File: src/rtl/piano_pkg.sv
// Shared definitions for the piano record/playback path.
package piano_pkg;

   localparam int NOTES_W        = 48;
   localparam int WORD_W         = 16;
   localparam int ADDR_W         = 7;
   localparam int WORDS_PER_BEAT = 3;
   localparam int MAX_FRAMES     = 42;
   // Base address of the last frame that fits below word 126.
   localparam int LAST_BASE      = (MAX_FRAMES - 1) * WORDS_PER_BEAT;

   localparam logic [1:0] MS_IDLE   = 2'b00;
   localparam logic [1:0] MS_RECORD = 2'b01;
   localparam logic [1:0] MS_PLAY   = 2'b10;

   typedef enum logic [2:0] {
      ST_IDLE   = 3'd0,
      ST_ARMED  = 3'd1,
      ST_FETCH  = 3'd2,
      ST_COMMIT = 3'd3,
      ST_DONE   = 3'd4
   } play_state_t;

endpackage

File: src/rtl/beat_edge.sv
// Registered rising-edge detector for the tempo beat strobe.
module beat_edge (
   input  logic clk,
   input  logic reset,
   input  logic beat_i,
   output logic rise_o
);

   logic beat_q;

   always_ff @(posedge clk or posedge reset) begin
      if (reset) beat_q <= 1'b0;
      else       beat_q <= beat_i;
   end

   assign rise_o = beat_i & ~beat_q;

endmodule

File: src/rtl/ram_to_notes.sv
// Plays recorded 48-key frames back from RAM, one frame per beat.
// Define RAM_TO_NOTES_LOOP_EN to repeat the recording instead of stopping.
module ram_to_notes #(
   parameter int NOTES_W = 48,
   parameter int WORD_W  = 16,
   parameter int ADDR_W  = 7
) (
   input  logic               clk,
   input  logic               reset,
   input  logic               beat,
   input  logic [1:0]         master_state,
   input  logic [ADDR_W-1:0]  end_address,
   input  logic [WORD_W-1:0]  read_data,
   output logic [ADDR_W-1:0]  read_address,
   output logic               read_enable,
   output logic [NOTES_W-1:0] notes_out,
   output logic               playing,
   output logic               finished_playing,
   output logic [2:0]         dbg_state
);

   import piano_pkg::*;

   play_state_t        state_q, state_d;
   logic [ADDR_W-1:0]  base_q, base_d;
   logic [1:0]         idx_q, idx_d;
   logic [NOTES_W-1:0] shadow_q, notes_q;
   logic               fin_q, fin_d;
   logic               clear_notes, commit, rise, in_play, end_cond;
   logic [ADDR_W:0]    next_end;

   beat_edge u_beat_edge (
      .clk    (clk),
      .reset  (reset),
      .beat_i (beat),
      .rise_o (rise)
   );

   assign in_play  = (master_state == MS_PLAY);
   assign next_end = {1'b0, base_q} + (ADDR_W+1)'(WORDS_PER_BEAT);
   assign end_cond = (next_end > {1'b0, end_address}) || (base_q > ADDR_W'(LAST_BASE));

   always_comb begin
      state_d      = state_q;
      base_d       = base_q;
      idx_d        = idx_q;
      fin_d        = 1'b0;
      clear_notes  = 1'b0;
      commit       = 1'b0;
      read_enable  = 1'b0;
      read_address = '0;
      if (!in_play) begin
         state_d     = ST_IDLE;
         base_d      = '0;
         idx_d       = '0;
         clear_notes = 1'b1;
      end else begin
         case (state_q)
            ST_IDLE: begin
               base_d      = '0;
               clear_notes = 1'b1;
               state_d     = ST_ARMED;
            end
            ST_ARMED: begin
               if (rise) begin
                  if (end_cond) begin
                     fin_d = 1'b1;
`ifdef RAM_TO_NOTES_LOOP_EN
                     if (end_address < ADDR_W'(WORDS_PER_BEAT)) begin
                        state_d     = ST_DONE;
                        clear_notes = 1'b1;
                     end else begin
                        base_d = '0;
                     end
`else
                     state_d     = ST_DONE;
                     clear_notes = 1'b1;
`endif
                  end else begin
                     state_d = ST_FETCH;
                     idx_d   = '0;
                  end
               end
            end
            ST_FETCH: begin
               // Fourth cycle issues no read; it only lands the last word.
               read_enable  = (idx_q != 2'd3);
               read_address = read_enable ? base_q + ADDR_W'(idx_q) : '0;
               idx_d        = idx_q + 2'd1;
               if (idx_q == 2'd3) state_d = ST_COMMIT;
            end
            ST_COMMIT: begin
               commit  = 1'b1;
               base_d  = base_q + ADDR_W'(WORDS_PER_BEAT);
               state_d = ST_ARMED;
            end
            default: state_d = ST_DONE;
         endcase
      end
   end

   always_ff @(posedge clk or posedge reset) begin
      if (reset) begin
         state_q  <= ST_IDLE;
         base_q   <= '0;
         idx_q    <= '0;
         fin_q    <= 1'b0;
         shadow_q <= '0;
         notes_q  <= '0;
      end else begin
         state_q <= state_d;
         base_q  <= base_d;
         idx_q   <= idx_d;
         fin_q   <= fin_d;
         // RAM data trails the read by one cycle, so slot = idx - 1.
         if (state_q == ST_FETCH && in_play) begin
            case (idx_q)
               2'd1:    shadow_q[WORD_W-1:0]          <= read_data;
               2'd2:    shadow_q[2*WORD_W-1:WORD_W]   <= read_data;
               2'd3:    shadow_q[3*WORD_W-1:2*WORD_W] <= read_data;
               default: ;
            endcase
         end
         if (clear_notes) notes_q <= '0;
         else if (commit) notes_q <= shadow_q;
      end
   end

   assign notes_out        = notes_q;
   assign finished_playing = fin_q;
   assign playing          = (state_q == ST_ARMED) || (state_q == ST_FETCH) ||
                             (state_q == ST_COMMIT);
   assign dbg_state        = state_q;

endmodule

File: config.mk
export PLATFORM = sky130hd
export DESIGN_NAME = ram_to_notes
export DESIGN_NICKNAME = d
export VERILOG_FILES = /design/src/rtl/piano_pkg.sv /design/src/rtl/beat_edge.sv /design/src/rtl/ram_to_notes.sv
export SDC_FILE = /design/constraint.sdc
export NUM_CORES = 1
export LEC_CHECK = 0
export ABC_AREA = 0
export CAP_MARGIN = 20
export CELL_PAD_IN_SITES_DETAIL_PLACEMENT = 1
export CELL_PAD_IN_SITES_GLOBAL_PLACEMENT = 1
export CORE_MARGIN = 10
export CORE_UTILIZATION = 35
export CTS_CLUSTER_SIZE = 40
export DETAILED_ROUTE_END_ITERATION = 8
export PLACE_DENSITY_LB_ADDON = 0.1
export SLEW_MARGIN = 10
export SYNTH_ARGS = -nofsm -noshare
export SYNTH_HDL_FRONTEND = slang
export SYNTH_SLANG_ARGS = --single-unit
File: constraint.sdc
create_clock -name clk -period 5.55 [get_ports clk]
set_input_delay 1.3875 -clock clk [delete_from_list [all_inputs] [get_ports clk]]
set_output_delay 1.3875 -clock clk [all_outputs]
set_load 0.01 [all_outputs]
==> Yosys cells after proc, flatten, opt, wreduce, memory -nomap -nowiden <==
Cells that the tools add are included.
{ "word_totals": {"ff_bits": 110, "latch_bits": 0, "mem_bits_rw": 0, "mem_bits_ro": 0, "input_bits": 28, "elab_cells": 68, "n_memories": 0} }
{ "classes": {"n_addsub": 4, "n_mul": 0, "div": 0, "order_cmp": 2, "n_eq_ne": 13, "n_shift": 0, "n_mux": 26, "bitwise": 2, "n_reduce_logical": 12} }
{ "ops": {"columns": ["op", "count"], "rows": [
  ["$mux W48", 2],
  ["$mux W7", 4],
  ["$pmux W7 S2", 1],
  ["$mux W3", 4],
  ["$mux W1", 9],
  ["$ne A3 B3 Y1 const B", 3],
  ["$pmux W3 S3", 1],
  ["$add A7 B2 Y8 const B", 1],
  ["$gt A8 B7 Y1", 1],
  ["$reduce_and A2 Y1", 4],
  ["$add A7 B2 Y7", 1],
  ["$add A7 B2 Y7 const B", 1],
  ["$gt A7 B7 Y1 const B", 1],
  ["$eq A2 B2 Y1 const B", 3],
  ["$eq A3 B2 Y1 const B", 2],
  ["$mux W2", 3],
  ["$ne A3 B1 Y1 const B", 2],
  ["$pmux W2 S2", 1],
  ["$eq A3 B1 Y1 const B", 1],
  ["$logic_not A3 Y1", 1],
  ["$logic_or A1 B1 Y1", 3],
  ["$reduce_and A3 Y1", 1],
  ["$add A2 B1 Y2 const B", 1],
  ["$eq A2 B1 Y1 const B", 1],
  ["7 further kinds", 7]
]} }

==> Logic depth before layout (Yosys ltp) <==
Gate-level depths: netlist (run 1).
{ "logic_depth": {"ltp_word": 8, "mapped_depth": 12, "depth_no_buf": 10} }

==> Cells and area by module <==
Synthesis (run 1) repeated with hierarchy kept, for this count alone.
{ "unflattened": {"cells_unflattened": 479, "area_unflattened_um2": 5142.4} }
{ "modules_own_cells": {"columns": ["module", "instances", "cells_per_inst", "area_per_inst_um2"], "rows": [
  ["ram_to_notes", 1, 476, 5099.9],
  ["beat_edge", 1, 3, 42.5]
]} }

==> Least setup slack after synthesis (run 1) <==
No wires, ideal clock.
{ "synth_timing": {"path_kind": "in2out", "start": "input port master_state[0]", "end": "output port read_address[0]", "arrival_ns": 2.544, "required_ns": 4.163, "slack_ns": 1.618, "stages": 6, "path_cell_list": "nand2b_1 -> buf_2 -> or3_1 -> clkbuf_1 -> inv_1 -> and2_1"} }
{ "synth_between": {"elab_chain_len": 2} }
{ "synth_lines": {"columns": ["item", "line", "text"], "rows": [
  ["start, declared", "ram_to_notes.sv:11", "input logic [1:0] master_state,"],
  ["$eq A2 B2 Y1", "ram_to_notes.sv:39", "assign in_play = (master_state == MS_PLAY);"],
  ["$mux W7", "ram_to_notes.sv:52", "if (!in_play) begin"],
  ["end, declared", "ram_to_notes.sv:14", "output logic [ADDR_W-1:0] read_address,"]
]} }
Every way passes these cells.

==> Worst setup path in the final report (run 1) <==
Same ends and word-level chain as after synthesis.

==> run metrics, run 1 <==
Final Cycle Share 83.0%; placed insts 701; RSZ-0062 raised after global routing no; final net count 576; Seq/Total Area, Yosys 55.8%; Syn Area/Cell 10.9 um2; post-DR vias/cell 4.94; chip width 139 um; CTS Hold Bufs 0; initial antenna violation count 0; main flop type after synthesis dfrtp_1; status completed; # rows 43; clk_lat worst skew 350 ps; non-filler cells, final 718; CP endpoint kind primary output; Fillers 1520; vias in the first global route 3946; WS Path Type input pin to primary output; post-CTS sizing 0; drt initial violations 136; CP Launch Type input pin; global placement routability congestion 0.729; Worst Hold Class flop to flop; GRT overflow 0; Synth Register Bits 110; PortBufs 88; drt total wl 12800 um; max cap viols 0; relative slew slack 37.3%; Total GRT Usage 13.6%; post-layout util 45.3%; Crit path required time 4160 ps; setup TNS 0 ps; CTS tree built; WP data arrival 3220 ps; Final ANT Viol Nets 0; most frequent CP cell clkdlybuf4s50_1; synthesized instance count 452; Slowest cell on crit path clkdlybuf4s50_1; CORE AREA 13800 um2; Critical Path Fanout Max 6; Power per Cell Area 241 nW/um2; H-tree levels 3; post-synth top area share 55.8%; Area Growth Syn to Fin 27.0%; ANT cells 0; total CTS buffers 9; Post-CTS Setup Bufs 0; fin worst setup slack 942 ps; Min Hold Slack 507 ps; io pins 89; # DRC 0; Setup Viol. Count Final 0; Post-synth EDFFs 0; Final HPWL DP 8680 um; synth top area cells dfrtp_1, mux2_2, nand2_1, a21oi_1, a21oi_2; Root Buffer Master clkbuf_16; via count 3546; post-route minimum period 4610 ps; Setup Skew 8.53 ps; ys async rst share 100%; Least-Margin Pin Slew 941 ps; Die Area 19200 um2; Syn Nets 495; DRT Pass-1 Iters 4; Worst VDD drop 212 uV; Cell Chain, Critical Path clkdlybuf4s50_1 > nand2b_1 > or3_1 > inv_1 > and2_1 > clkdlybuf4s50_1; Hold Fails Final Rpt 0; Synth Cell Area 4930 um2; Initial Util 35.7%; post-DR wirelength/cell 17.9 um; Max Root-Sink Buffers 2; global-route wire length before repair 21500 um; Max Slew Vio Count 0; CTS Sinks 110; share of layout cells above drive strength 1 18.0%; Die Ht 139 um; FMAX 217 MHz; largest net degree at the start of global routing 73; Synth warnings 0; leakage 2.71 nW; Distinct cells, synth 43; clk slew on worst S/H paths 70 ps; dominant cell type by area after synthesis dfrtp_1; CP peak stage delay 530 ps; pre-CTS WS 916 ps
==> sequential cells by signal, indices dropped and copies added (netlist names) <==
name / cells
u_beat_edge.beat_q: 1
dbg_state: 3
notes_out: 48
base_q: 7
finished_playing: 1
shadow_q: 48
idx_q: 2
==> synthesized netlist by cell type (4+ instances only) <==
cell / count
a21oi_1: 36
a21oi_2: 20
buf_2: 6
clkbuf_1: 11
dfrtp_1: 110
ha_1: 14
inv_1: 14
mux2_2: 48
nand2_1: 103
nand3_1: 6
nor2_1: 23
nor2b_1: 4
o21ai_0: 6
xnor2_1: 7
==> worst paths after layout <==
kind,from,end,slack [ps],cells past startpoint
min in group asynchronous,reset,notes_out[37],1230,2
setup reg to reg,base_q[0],notes_out[38],2230,11
setup / recovery,master_state[0],read_address[0],940,6
hold / removal,shadow_q[25],shadow_q[25],510,1
hold reg to reg,shadow_q[25],shadow_q[25],510,1
max in group asynchronous,reset,notes_out[25],3230,3
==> cell usage in the layout (no fill, tap or decap), types with 4 or more instances in the layout <==
cell / count
nor2b_1: 4
nand3_1: 5
mux2_2: 48
nand2_1: 103
inv_1: 13
clkbuf_16: 9
nor2_1: 23
dfrtp_1: 110
clkdlybuf4s50_1: 88
ha_1: 14
a21oi_2: 20
xnor2_1: 7
a21oi_1: 36
buf_4: 5
o21ai_0: 6
==> stage by stage <==
step | power [mW] | area, um2
5_1_grt | 1.58 | 6260
4_1_cts | 1.54 | 6240
2_1_floorplan | 0.849 | 4930
3_3_place_gp | 0.885 | 5950
6_report | 1.51 | 6260
3_5_place_dp | 0.885 | 5950
==> power breakdown <==
| part | switching (mW) | internal, mW |
|---|---|---|
| clock network | 0.280 | 0.363 |
| registers | 0.00165 | 0.803 |
| logic | 0.0381 | 0.0260 |
| total | 0.320 | 1.19 |
==> kinds of logic (layout without fill, tap and decap cells) <==
| family | after synthesis | count (layout) | share of synthesized area, % |
|---|---|---|---|
| simple gates | 156 | 156 | 13.6 |
| flops | 110 | 110 | 55.8 |
| mux | 48 | 48 | 11.0 |
| buf+inv | 39 | 125 | 3.98 |
| xor+xnor | 10 | 10 | 1.78 |
| fa+ha+maj | 15 | 15 | 3.96 |
| compound gates | 74 | 74 | 9.92 |
==> worst max-delay path: cells and delay by family <==
family,cells,cell delay (ps)
buffers and inverters,3,1060
and+or+nand+nor,3,770
==> layout make-up <==
class	instances	area [um2]	area share [%]
Sequential cell	110	2750	43.9
Multi-Input combinational cell	303	2000	31.9
Clock inverter	3	43.8	0.699
Inverter	15	58.8	0.939
Tap cell	180	225	3.59
Timing Repair Buffer	94	938	15.0
Clock buffer	13	250	3.99
==> routing by layer <==
layer / global-route usage, % / vias to the layer above / part of all wire, %
li1: - / 1677 / -
met1: 16.8 / 1784 / 46
met2: 21.8 / 74 / 47
met3: 5.34 / 11 / 6.5
met4: 3.13 / 0 / 0.94
met5: 0 / - / 0
Note: power is estimated with default switching activity, not from simulation.
==> run 2, diff against run 1 <==
- clock period: 5.55 -> 4 ns (I/O delays scaled with it)
==> run 2 against run 1 <==
Sequential share of layout area decreased by 0.22 points. Wire length decreased by 0.55%. Sequential power increased by 39%. Non-clock buffer count decreased by 1. Via count decreased by 0.42%. Die area unchanged. Cell area increased by 0.50%. Hold slack improved by 1.9 ps. Power increased by 44%. First-iteration DRC count increased by 19%. Largest power group unchanged.
==> run metrics, run 2 (synthesis results as in run 1) <==
Max Root-Sink Buffers 2; Met1 Wirelength 5870 um; post-DR wirelength/cell 17.8 um; hold depth 1; Cell Chain, Critical Path clkdlybuf4s50_1 > nand2b_1 > or3_1 > inv_1 > and2_1 > clkdlybuf4s50_1; Initial Util 35.7%; # DRC 0; CP endpoint kind primary output; non-filler cells, final 718; WP buf/inv 3; Worst VDD drop 374 uV; Post-CTS Setup Bufs 0; relative slew slack 56.4%; post-layout util 45.5%; clk slew on worst S/H paths 70 ps; Final HPWL DP 8550 um; GRT overflow 0; most frequent CP cell clkdlybuf4s50_1; chip width 139 um; post-CTS sizing 0; total power 2.17 mW; global-route wire length before repair 21100 um; switching share of power 20.8%; WP data arrival 2830 ps; sequential share of power 51.4%; critical path's top delay family buffers and inverters; Psw 0.452 mW; Power Internal 1.72 mW; Combinational Power Share 4.2%; Final Cycle Share 95.8%; R2R Path End notes_out[39]; clock network power share 44.4%; FF-to-FF setup slack 1010 ps; io pins 89; CTS tree built; most frequent cells in the layout dfrtp_1, nand2_1, clkdlybuf4s50_1; drt initial violations 162; Die Ht 139 um; routed wl met2 5980 um; final net count 575; Worst Hold Class flop to flop; most common cell after layout, fill and taps aside dfrtp_1; DRT Pass-1 Iters 4; CTS Sinks 110; drt total wl 12800 um; CORE AREA 13800 um2; setup TNS 0 ps; RSZ-0062 raised after global routing no; Total GRT Usage 13.4%; Die Area 19200 um2; Setup Skew 8.25 ps; Power per Cell Area 345 nW/um2; Top Layer Used met4; Least-Margin Pin Slew 653 ps; Final ANT Viol Nets 0; Reg2Reg Depth 11; Area Growth Syn to Fin 27.7%; WS Path Type input pin to primary output; leakage 2.72 nW; WHS Endpoint shadow_q[24]; placed insts 701; met3 WL post-DR 751 um; largest net degree at the start of global routing 111; Min Hold Slack 509 ps; vias in the first global route 3870; share of layout cells above drive strength 1 17.9%; RR Startpoint base_q[0]; H-tree levels 3; FMAX 261 MHz; initial antenna violation count 1; Root Buffer Master clkbuf_16; Max Slew Vio Count 0; CP Launch Type input pin; HP Start shadow_q[24]; total CTS buffers 9; PortBufs 88; # rows 43; max cap viols 0; status completed; CTS Hold Bufs 0; Critical Path Fanout Max 6; Hold Fails Final Rpt 0; global placement routability congestion 0.770; CP peak stage delay 530 ps; Crit path required time 3000 ps; post-route minimum period 3830 ps; Slowest cell on crit path clkdlybuf4s50_1; post-DR vias/cell 4.92; via count 3531; Setup Viol. Count Final 0; clk_lat worst skew 350 ps
## run 2: changes by cell type in the layout (fill, tap and decap cells not counted)
cell,change
buf_4,-2
buf_12,+1
bufinv_16,+1
clkinv_2,-1
clkinv_4,-1
clkinvlp_4,+1
diode_2,+1
## run 2: power groups by stage
stage / registers (mW) / logic (mW) / clock network [mW]
final: 1.12 / 0.0902 / 0.965
after global routing: 1.12 / 0.102 / 1.05
after CTS: 1.12 / 0.0936 / 0.999
after detailed placement: 1.14 / 0.0932 / 0
after global placement: 1.14 / 0.0915 / 0
after floorplan: 1.14 / 0.0401 / 0
## run 2: worst max-delay path by stage
stage | slack (ps) | end | start | depth (start not counted)
after floorplan | 100 | base_q[0] | reset | 1
after global placement | 180 | read_address[1] | master_state[0] | 6
final | 170 | read_address[1] | master_state[0] | 6
after CTS | 150 | read_address[1] | master_state[0] | 6
after global routing | 80 | read_address[0] | master_state[0] | 6
after detailed placement | 150 | read_address[1] | master_state[0] | 6
## run 2: area by class of cell
cell class	instances	area (um2)
antenna	1	2.50
clock buffer	13	250
clock inverter	3	67.6
fill	1515	7530
inverter	15	58.8
multi-input combinational	303	2000
sequential	110	2750
tap	180	225
timing repair buffer	93	943
## run 2: per-stage QoR
step / setup slack [ps] / instance area [um2]
finish: 168 / 6300
detailed placement: 152 / 5980
global route: 77.1 / 6300
CTS: 146 / 6290
floorplan: 97.7 / 4930
global placement: 182 / 5980
## run 2: routing by layer
layer / track usage (%) / up-vias
met5: 0 / -
met4: 3.24 / 0
met3: 5.17 / 9
met2: 21.4 / 64
met1: 16.7 / 1795
li1: - / 1663
==> run 3, diff against run 2 <==
- CELL_PAD_IN_SITES_DETAIL_PLACEMENT: 1 -> default
- CELL_PAD_IN_SITES_GLOBAL_PLACEMENT: 1 -> default
- PLACE_DENSITY_LB_ADDON: 0.1 -> default
==> run 3 against run 2 <==
Hold slack worse by 1.7 ps. First-iteration DRC count down 9.9%. Sequential cell count unchanged. Non-clock buffer count unchanged. Fmax up 1.5%. Critical path type unchanged.
==> run metrics, run 3 (synthesis results as in run 1) <==
WS Path Type input pin to primary output; Setup Skew 6.17 ps; Hold Fails Final Rpt 0; PortBufs 88; share of layout cells above drive strength 1 17.7%; Max Slew Vio Count 0; setup TNS 0 ps; Final HPWL DP 8080 um; hold depth 1; total CTS buffers 9; global placement routability congestion 0.804; RSZ-0062 raised after global routing no; CTS Sinks 110; Die Ht 139 um; Area Growth Syn to Fin 26.6%; CP Launch Type input pin; # rows 43; post-DR wirelength/cell 16.6 um; H-tree levels 3; multi-input logic area 2000 um2; final net count 575; Power per Cell Area 327 nW/um2; post-layout util 45.2%; Least-Margin Pin Slew 729 ps; leakage 2.70 nW; io pins 89; post-CTS sizing 0; CP endpoint kind primary output; Final ANT Viol Nets 0; Die Area 19200 um2; routed wl met2 5420 um; Critical Path Fanout Max 6; Top Layer Used met4; drt total wl 11900 um; CTS Hold Bufs 0; met3 WL post-DR 592 um; post-route minimum period 3780 ps; non-filler cells, final 716; global-route wire length before repair 19900 um; GRT overflow 0; DRT Pass-1 Iters 4; FF+latch area 2750 um2; Post-CTS Setup Bufs 0; Total GRT Usage 12.5%; Reg2Reg Depth 11; Max Root-Sink Buffers 2; CTS tree built; Met1 Wirelength 5720 um; FMAX 265 MHz; Worst VDD drop 149 uV; relative slew slack 51.4%; Final Cycle Share 94.4%; status completed; Root Buffer Master clkbuf_16; Crit path required time 3000 ps; placed insts 701; WP data arrival 2780 ps; Setup Viol. Count Final 0; most common cell after layout, fill and taps aside dfrtp_1; post-DR vias/cell 4.93; largest net degree at the start of global routing 72; ANT cells 0; max cap viols 0; initial antenna violation count 0; clk_lat worst skew 340 ps; CORE AREA 13800 um2; drt initial violations 146; vias in the first global route 3744; clk slew on worst S/H paths 60 ps; Initial Util 35.7%; chip width 139 um; via count 3532; Fillers 1308; Worst Hold Class flop to flop; most frequent cells in the layout dfrtp_1, nand2_1, clkdlybuf4s50_1; # DRC 0
[run 3: final cells by class]
| class | instances | area share, % |
|---|---|---|
| clock buffer | 14 | 4.23 |
| timing repair buffer | 93 | 15.1 |
| sequential | 110 | 44.1 |
| tap | 180 | 3.61 |
| multi-input combinational | 303 | 32.0 |
| inverter | 15 | 0.942 |
| clock inverter | 1 | 0.0801 |
[run 3: worst max-delay path, stage by stage]
cell	delay [ps]
clkdlybuf4s50_1	410
nand2b_1	160
or3_1	440
inv_1	110
and2_1	120
clkdlybuf4s50_1	530
[run 3: final timing paths]
| kind | to | slack [ps] | from |
|---|---|---|---|
| setup / recovery | read_address[0] | 220 | master_state[0] |
| setup reg to reg | notes_out[23] | 1070 | base_q[0] |
| min in group asynchronous | dbg_state[1] | 1050 | reset |
| max in group asynchronous | shadow_q[10] | 2170 | reset |
| hold reg to reg | shadow_q[41] | 510 | shadow_q[41] |
| hold / removal | shadow_q[41] | 510 | shadow_q[41] |
[run 3: per-stage QoR]
stage	worst slack [ps]	power [mW]	cell area [um2]	hold slack (ps)
final	225	2.04	6240	507
after global routing	145	2.13	6240	523
after CTS	202	2.07	6240	510
after detailed placement	213	1.23	5980	494
after global placement	233	1.23	5980	488
after floorplan	97.7	1.18	4930	479
[run 3: power breakdown]
| part | internal (mW) | leakage, nW | total [mW] | switching (mW) |
|---|---|---|---|---|
| Sequential | 1.11 | 1.53 | 1.12 | 0.00225 |
| Clock | 0.454 | 0.133 | 0.838 | 0.384 |
| Combinational | 0.0375 | 1.03 | 0.0896 | 0.0522 |
| Total | 1.60 | 2.70 | 2.04 | 0.439 |
[run 3: routing by layer]
layer | vias to the layer above | GRT usage (%)
li1 | 1674 | -
met1 | 1777 | 16.0
met2 | 68 | 19.4
met3 | 13 | 3.56
met4 | 0 | 4.72
met5 | - | 0
